==> config.mk <==
export PLATFORM = sky130hd
export DESIGN_NAME = regfile_scoreboard
export DESIGN_NICKNAME = d
export VERILOG_FILES = /design/src/rtl/regfile_scoreboard.sv
export SDC_FILE = /design/constraint.sdc
export NUM_CORES = 2
export LEC_CHECK = 0
export ABC_CLOCK_PERIOD_IN_PS = 5400
export BUFFER_PORTS_ARGS = -buffer_cell sky130_fd_sc_hd__buf_4
export CAP_MARGIN = 20
export CORE_MARGIN = 2
export CORE_UTILIZATION = 40
export DETAILED_ROUTE_END_ITERATION = 7
export HOLD_SLACK_MARGIN = 0.15
export PLACE_DENSITY = 0.54
export SLEW_MARGIN = 10
export SYNTH_ARGS = -nofsm -noshare
export SYNTH_HDL_FRONTEND = slang
export SYNTH_SLANG_ARGS = --single-unit
==> constraint.sdc <==
create_clock -name clock -period 5.4 [get_ports clock]
set_clock_uncertainty 0.15 [all_clocks]
set_input_delay 0.54 -clock clock [delete_from_list [all_inputs] [get_ports clock]]
set_output_delay 0.54 -clock clock [all_outputs]
set_load 0.03 [all_outputs]
==> src/rtl/regfile_scoreboard.sv <==
// Architectural register file with two bypassed read ports, a per-register
// pending-write scoreboard and the decode-stage RAW/saturation stall.
module regfile_scoreboard #(
    parameter int DATA_SIZE = 32,
    parameter int NUM_REGS  = 32,
    parameter int PEND_W    = 3
) (
    input  logic                 clock,
    input  logic                 reset_n,
    input  logic [4:0]           rs_addr,
    input  logic [4:0]           rt_addr,
    input  logic                 rs_used,
    input  logic                 rt_used,
    output logic [DATA_SIZE-1:0] rs_data,
    output logic [DATA_SIZE-1:0] rt_data,
    input  logic                 issue_valid,
    input  logic                 issue_writes,
    input  logic [4:0]           issue_dest,
    input  logic [4:0]           WB_dest,
    input  logic [DATA_SIZE-1:0] WB_value,
    input  logic                 WB_WEenable,
    output logic                 stall,
    output logic                 sb_err
);

    localparam logic [PEND_W-1:0] PEND_ZERO = '0;
    localparam logic [PEND_W-1:0] PEND_ONE  = PEND_W'(1);
    localparam logic [PEND_W-1:0] PEND_TWO  = PEND_W'(2);
    localparam logic [PEND_W-1:0] PEND_MAX  = '1;

    logic [DATA_SIZE-1:0] regs [NUM_REGS];
    logic [PEND_W-1:0]    pend [NUM_REGS];

    logic                retire;
    logic                issue_fire;
    logic                underflow;
    logic                rs_wb_hit;
    logic                rt_wb_hit;
    logic                rs_hazard;
    logic                rt_hazard;
    logic                sat_hazard;
    logic [NUM_REGS-1:0] inc_vec;
    logic [NUM_REGS-1:0] dec_vec;

    assign retire    = WB_WEenable && (WB_dest != 5'd0);
    assign rs_wb_hit = WB_WEenable && (WB_dest == rs_addr);
    assign rt_wb_hit = WB_WEenable && (WB_dest == rt_addr);

    // NOTE: every always_comb output gets a default first so no latch is inferred.
    always_comb begin
        rs_data = regs[rs_addr];
        if (rs_addr == 5'd0)
            rs_data = '0;
        else if (rs_wb_hit)
            rs_data = WB_value;

        rt_data = regs[rt_addr];
        if (rt_addr == 5'd0)
            rt_data = '0;
        else if (rt_wb_hit)
            rt_data = WB_value;
    end

    // A single outstanding write that completes this cycle is satisfied by the bypass.
    assign rs_hazard = rs_used && (rs_addr != 5'd0) &&
                       ((pend[rs_addr] >= PEND_TWO) ||
                        ((pend[rs_addr] == PEND_ONE) && !rs_wb_hit));
    assign rt_hazard = rt_used && (rt_addr != 5'd0) &&
                       ((pend[rt_addr] >= PEND_TWO) ||
                        ((pend[rt_addr] == PEND_ONE) && !rt_wb_hit));
    assign sat_hazard = issue_valid && issue_writes && (issue_dest != 5'd0) &&
                        (pend[issue_dest] == PEND_MAX) &&
                        !(retire && (WB_dest == issue_dest));

    assign stall      = reset_n && issue_valid && (rs_hazard || rt_hazard || sat_hazard);
    assign issue_fire = issue_valid && issue_writes && !stall && (issue_dest != 5'd0);

    always_comb begin
        inc_vec = '0;
        dec_vec = '0;
        if (issue_fire)
            inc_vec[issue_dest] = 1'b1;
        if (retire)
            dec_vec[WB_dest] = 1'b1;
    end

    assign underflow = retire && !inc_vec[WB_dest] && (pend[WB_dest] == PEND_ZERO);

    // NOTE: state uses non-blocking assignments; the register array is reset
    // because software-visible registers must read zero after reset.
    always_ff @(posedge clock) begin
        if (!reset_n) begin
            for (int r = 0; r < NUM_REGS; r++) begin
                regs[r] <= '0;
                pend[r] <= '0;
            end
            sb_err <= 1'b0;
        end else begin
            if (retire)
                regs[WB_dest] <= WB_value;
            for (int r = 0; r < NUM_REGS; r++) begin
                case ({inc_vec[r], dec_vec[r]})
                    2'b10:   pend[r] <= pend[r] + PEND_ONE;
                    2'b01:   if (pend[r] != PEND_ZERO) pend[r] <= pend[r] - PEND_ONE;
                    default: ;
                endcase
            end
            if (underflow)
                sb_err <= 1'b1;
        end
    end

endmodule

==> results.py <==
metrics = {
    "floorplan": {
        "die_width_um": 403.8,
        "initial_core_util": 0.4032,
        "die_area_um2": 163000,
        "coreArea_um2": 158600,
        "num_rows": 146,
        "ios": 125,
        "dieHeight_um": 403.8,
    },
    "route": {
        "drt-initial-drc-count": 5698,
        "vias": 41600,
        "postRouteAntennaNets": 0,
        "drcViolationCount": 0,
        "vias_per_cell": 6.473,
        "wire_per_inst_um": 35.97,
        "routed_wirelength_mm": 231.2,
        "firstDrtPassIters": 5,
    },
    "setup_path": {
        "worstSetupPathType": "register to output port",
        "endpoint_kind": "output port",
        "cp-start-kind": "register",
        "path_max_fanout": 10,
        "reg2reg_depth": 9,
        "worstPathCellList": "or3b_2 -> a21oi_1 -> o221ai_1 -> or3_1 -> o31ai_1 -> buf_4 -> or3_1 -> nand2_1 -> buf_4",
        "cp_top_family": "simple AND/OR/NAND/NOR gates",
        "r2r-end": "pend[4][1]",
        "r2r_start": "pend[9][1]",
        "reg2reg_slack_ps": 1060,
        "max_stage_delay_ps": 490,
        "worst-path-buf-inv": 2,
        "arrival_ps": 4080,
        "slowest_stage": "or3b_2",
        "cp_data_required_time_ps": 4710,
    },
    "clocking": {
        "cts_resized": 0,
        "clk_latency_ps": 770,
        "ctsHtreeMaxLevel": 4,
        "cts_made_buffers": 133,
        "ctsHoldBuffers": 32,
        "clk_pin_slew_worst_paths_ps": 60,
        "clk_path_buf_depth": 3,
        "ctsRootBufferMaster": "clkbuf_16",
        "cts_sinks": 1121,
        "postCtsSetupBuffers": 0,
        "cts_tree": "built",
    },
    "synthesis": {
        "avgSynthCellArea_um2": 15.04,
        "yosys_warnings": 0,
        "ys_seq_area_frac": 0.5264,
        "synthCells": 4249,
        "async_flop_share": 0,
        "ys.flop_type": "edfxtp_1",
        "synth-edff-count": 1120,
        "synth-seq-cells": 1121,
        "syn_area_um2": 63930,
        "synth_cell_types": 71,
    },
    "place": {
        "post-dp-hpwl_mm": 131.7,
        "place_congestion": 0.9182,
        "io_buffers": 124,
    },
    "grt": {
        "grt_max_degree": 185,
        "grt_pass1_vias": 41230,
        "grt_usage": 0.2845,
        "globalRouteOverflowTotal": 0,
        "antenna_found_initial": 20,
        "grt_pass1_wl_mm": 326.5,
    },
    "sta": {
        "max_slew_margin": 0.2456,
        "max_slew.worst_pin.slew_ps": 1132,
        "hold_viol": 0,
        "finalSetupTns_ps": 0,
        "finalSetupViolations": 0,
        "rsz0062_at_grt": "no",
        "slew_viol_final": 0,
        "hold_slack_ps": 220.6,
        "finalCritPeriodShare": 0.8834,
        "min_period_ps": 4770,
        "fmax_ghz": 0.2096,
    },
    "cells_and_area": {
        "final_common_cell": "edfxtp_1",
        "mostFrequentLayoutCells": "edfxtp_1 (1120), and2_1 (707), mux4_2 (697)",
        "final_nets": 4336,
        "fin_util": 0.4550,
        "area_growth_pct": 12.86,
        "fillers": 13770,
        "drive_gt1_frac": 0.2915,
    },
    "flow_run": {
        "maxCapViolCount": 0,
    },
    "hold_path": {
        "whs_endpoint": "regs[21][5]",
        "hp-class": "primary input to register",
        "hold_depth": 2,
        "worstHoldStart": "WB_value[5]",
    },
    "power": {
        "powerDensity_nw_per_um2": 311.5,
        "ir_drop_v": 0.0003254,
        "power_leakage_nw": 25.15,
    },
    "run_status": {
        "status": "complete, no violations",
    },
}
[flip-flops by register name, summed over array words and instances (netlist names)]
register / flops
pend: 96
regs: 1024
sb_err: 1
[Yosys cell counts (5+ instances only)]
master / instances / share of area
xor2_1: 18 / 0.0025
and2_1: 707 / 0.069
o21ai_1: 7 / 0.00055
buf_1: 61 / 0.0036
or3_1: 11 / 0.0011
nand4_1: 5 / 0.00049
fa_1: 30 / 0.0094
and3_1: 295 / 0.029
o22ai_1: 5 / 0.00049
nor4_1: 12 / 0.0012
a211oi_1: 73 / 0.0086
a22oi_1: 10 / 0.0012
buf_6: 7 / 0.0012
nor3b_1: 5 / 0.00059
inv_1: 71 / 0.0042
o31ai_2: 15 / 0.0029
buf_2: 32 / 0.0025
mux2i_1: 96 / 0.015
or4_4: 15 / 0.0026
o311ai_0: 25 / 0.0034
nand2b_1: 21 / 0.0021
nand3_1: 28 / 0.0022
o21ai_0: 46 / 0.0036
nor2b_1: 5 / 0.00049
a31oi_1: 7 / 0.00069
edfxtp_1: 1120 / 0.53
a31o_2: 5 / 0.00069
nand3b_1: 5 / 0.00059
nand2_1: 61 / 0.0036
nor2_1: 166 / 0.0097
mux4_2: 697 / 0.25
xnor2_1: 27 / 0.0037
a21oi_1: 44 / 0.0034
nor3_1: 67 / 0.0052
or2_2: 12 / 0.0012
clkbuf_1: 370 / 0.022
[stage by stage]
| step | setup slack, ps | instances | cell area (µm²) | total power, mW |
|---|---|---|---|---|
| finish | 629.6 | 6427 | 72140 | 22.47 |
| global route | 505.2 | 6416 | 72120 | 23.11 |
| CTS | 690.3 | 6415 | 72110 | 22.57 |
| detailed placement | 623.9 | 6149 | 67720 | 13.95 |
| global placement | 438.3 | 6148 | 67700 | 13.92 |
| floorplan | 525.6 | 4283 | 64050 | 12.64 |
[logic make-up (layout without fill, tap and decap cells)]
logic type               Yosys count  count (layout)  share of synthesized area
buffers and inverters            544             604                    0.03345
XOR/XNOR                          45              45                   0.006166
AND/OR/NAND/NOR                 1434            1434                     0.1317
multiplexers                     796             796                     0.2611
other                              1              47                 0.00005866
flip-flops                      1121            1121                     0.5264
AO/OA/AOI/OAI                    275             275                    0.03110
adder cells (fa/ha/maj)           33              33                   0.009982
[worst max-delay path by stage]
stage,startpoint,to,slack [ps],cells after the start
finish,pend[9][1],stall,630,9
CTS,pend[15][0],stall,690,7
global placement,rt_addr[2],rt_data[21],440,7
detailed placement,rs_addr[0],pend[24][2],620,12
floorplan,WB_dest[4],pend[27][0],530,6
global route,pend[9][1],stall,510,9
[per-layer routing]
layer | share of wire | up-vias | track usage | wire [µm]
met5 | 0.00012 | - | 0 | 27
met4 | 0.040 | 4 | 0.1081 | 9308
met3 | 0.089 | 454 | 0.05232 | 20490
met2 | 0.47 | 2368 | 0.4468 | 108400
met1 | 0.40 | 22040 | 0.3951 | 92900
li1 | - | 16730 | - | -
[cell type report]
class,instances,area (µm²),share of cell area
repair buffers,297,2686,0.03724
well taps,2072,2592,0.03594
clock inverters,65,459.2,0.006365
inverters,73,285.3,0.003954
diodes,12,30.03,0.0004162
multi-input cells,2618,28830,0.3996
clock buffers,169,3611,0.05005
flip-flops and latches,1121,33650,0.4665
[power by group]
part           internal, mW  switching (mW)
sequential             10.1           0.314
clock                  4.92            3.74
combinational          1.45            1.93
Power figures use the tool's default switching activity.
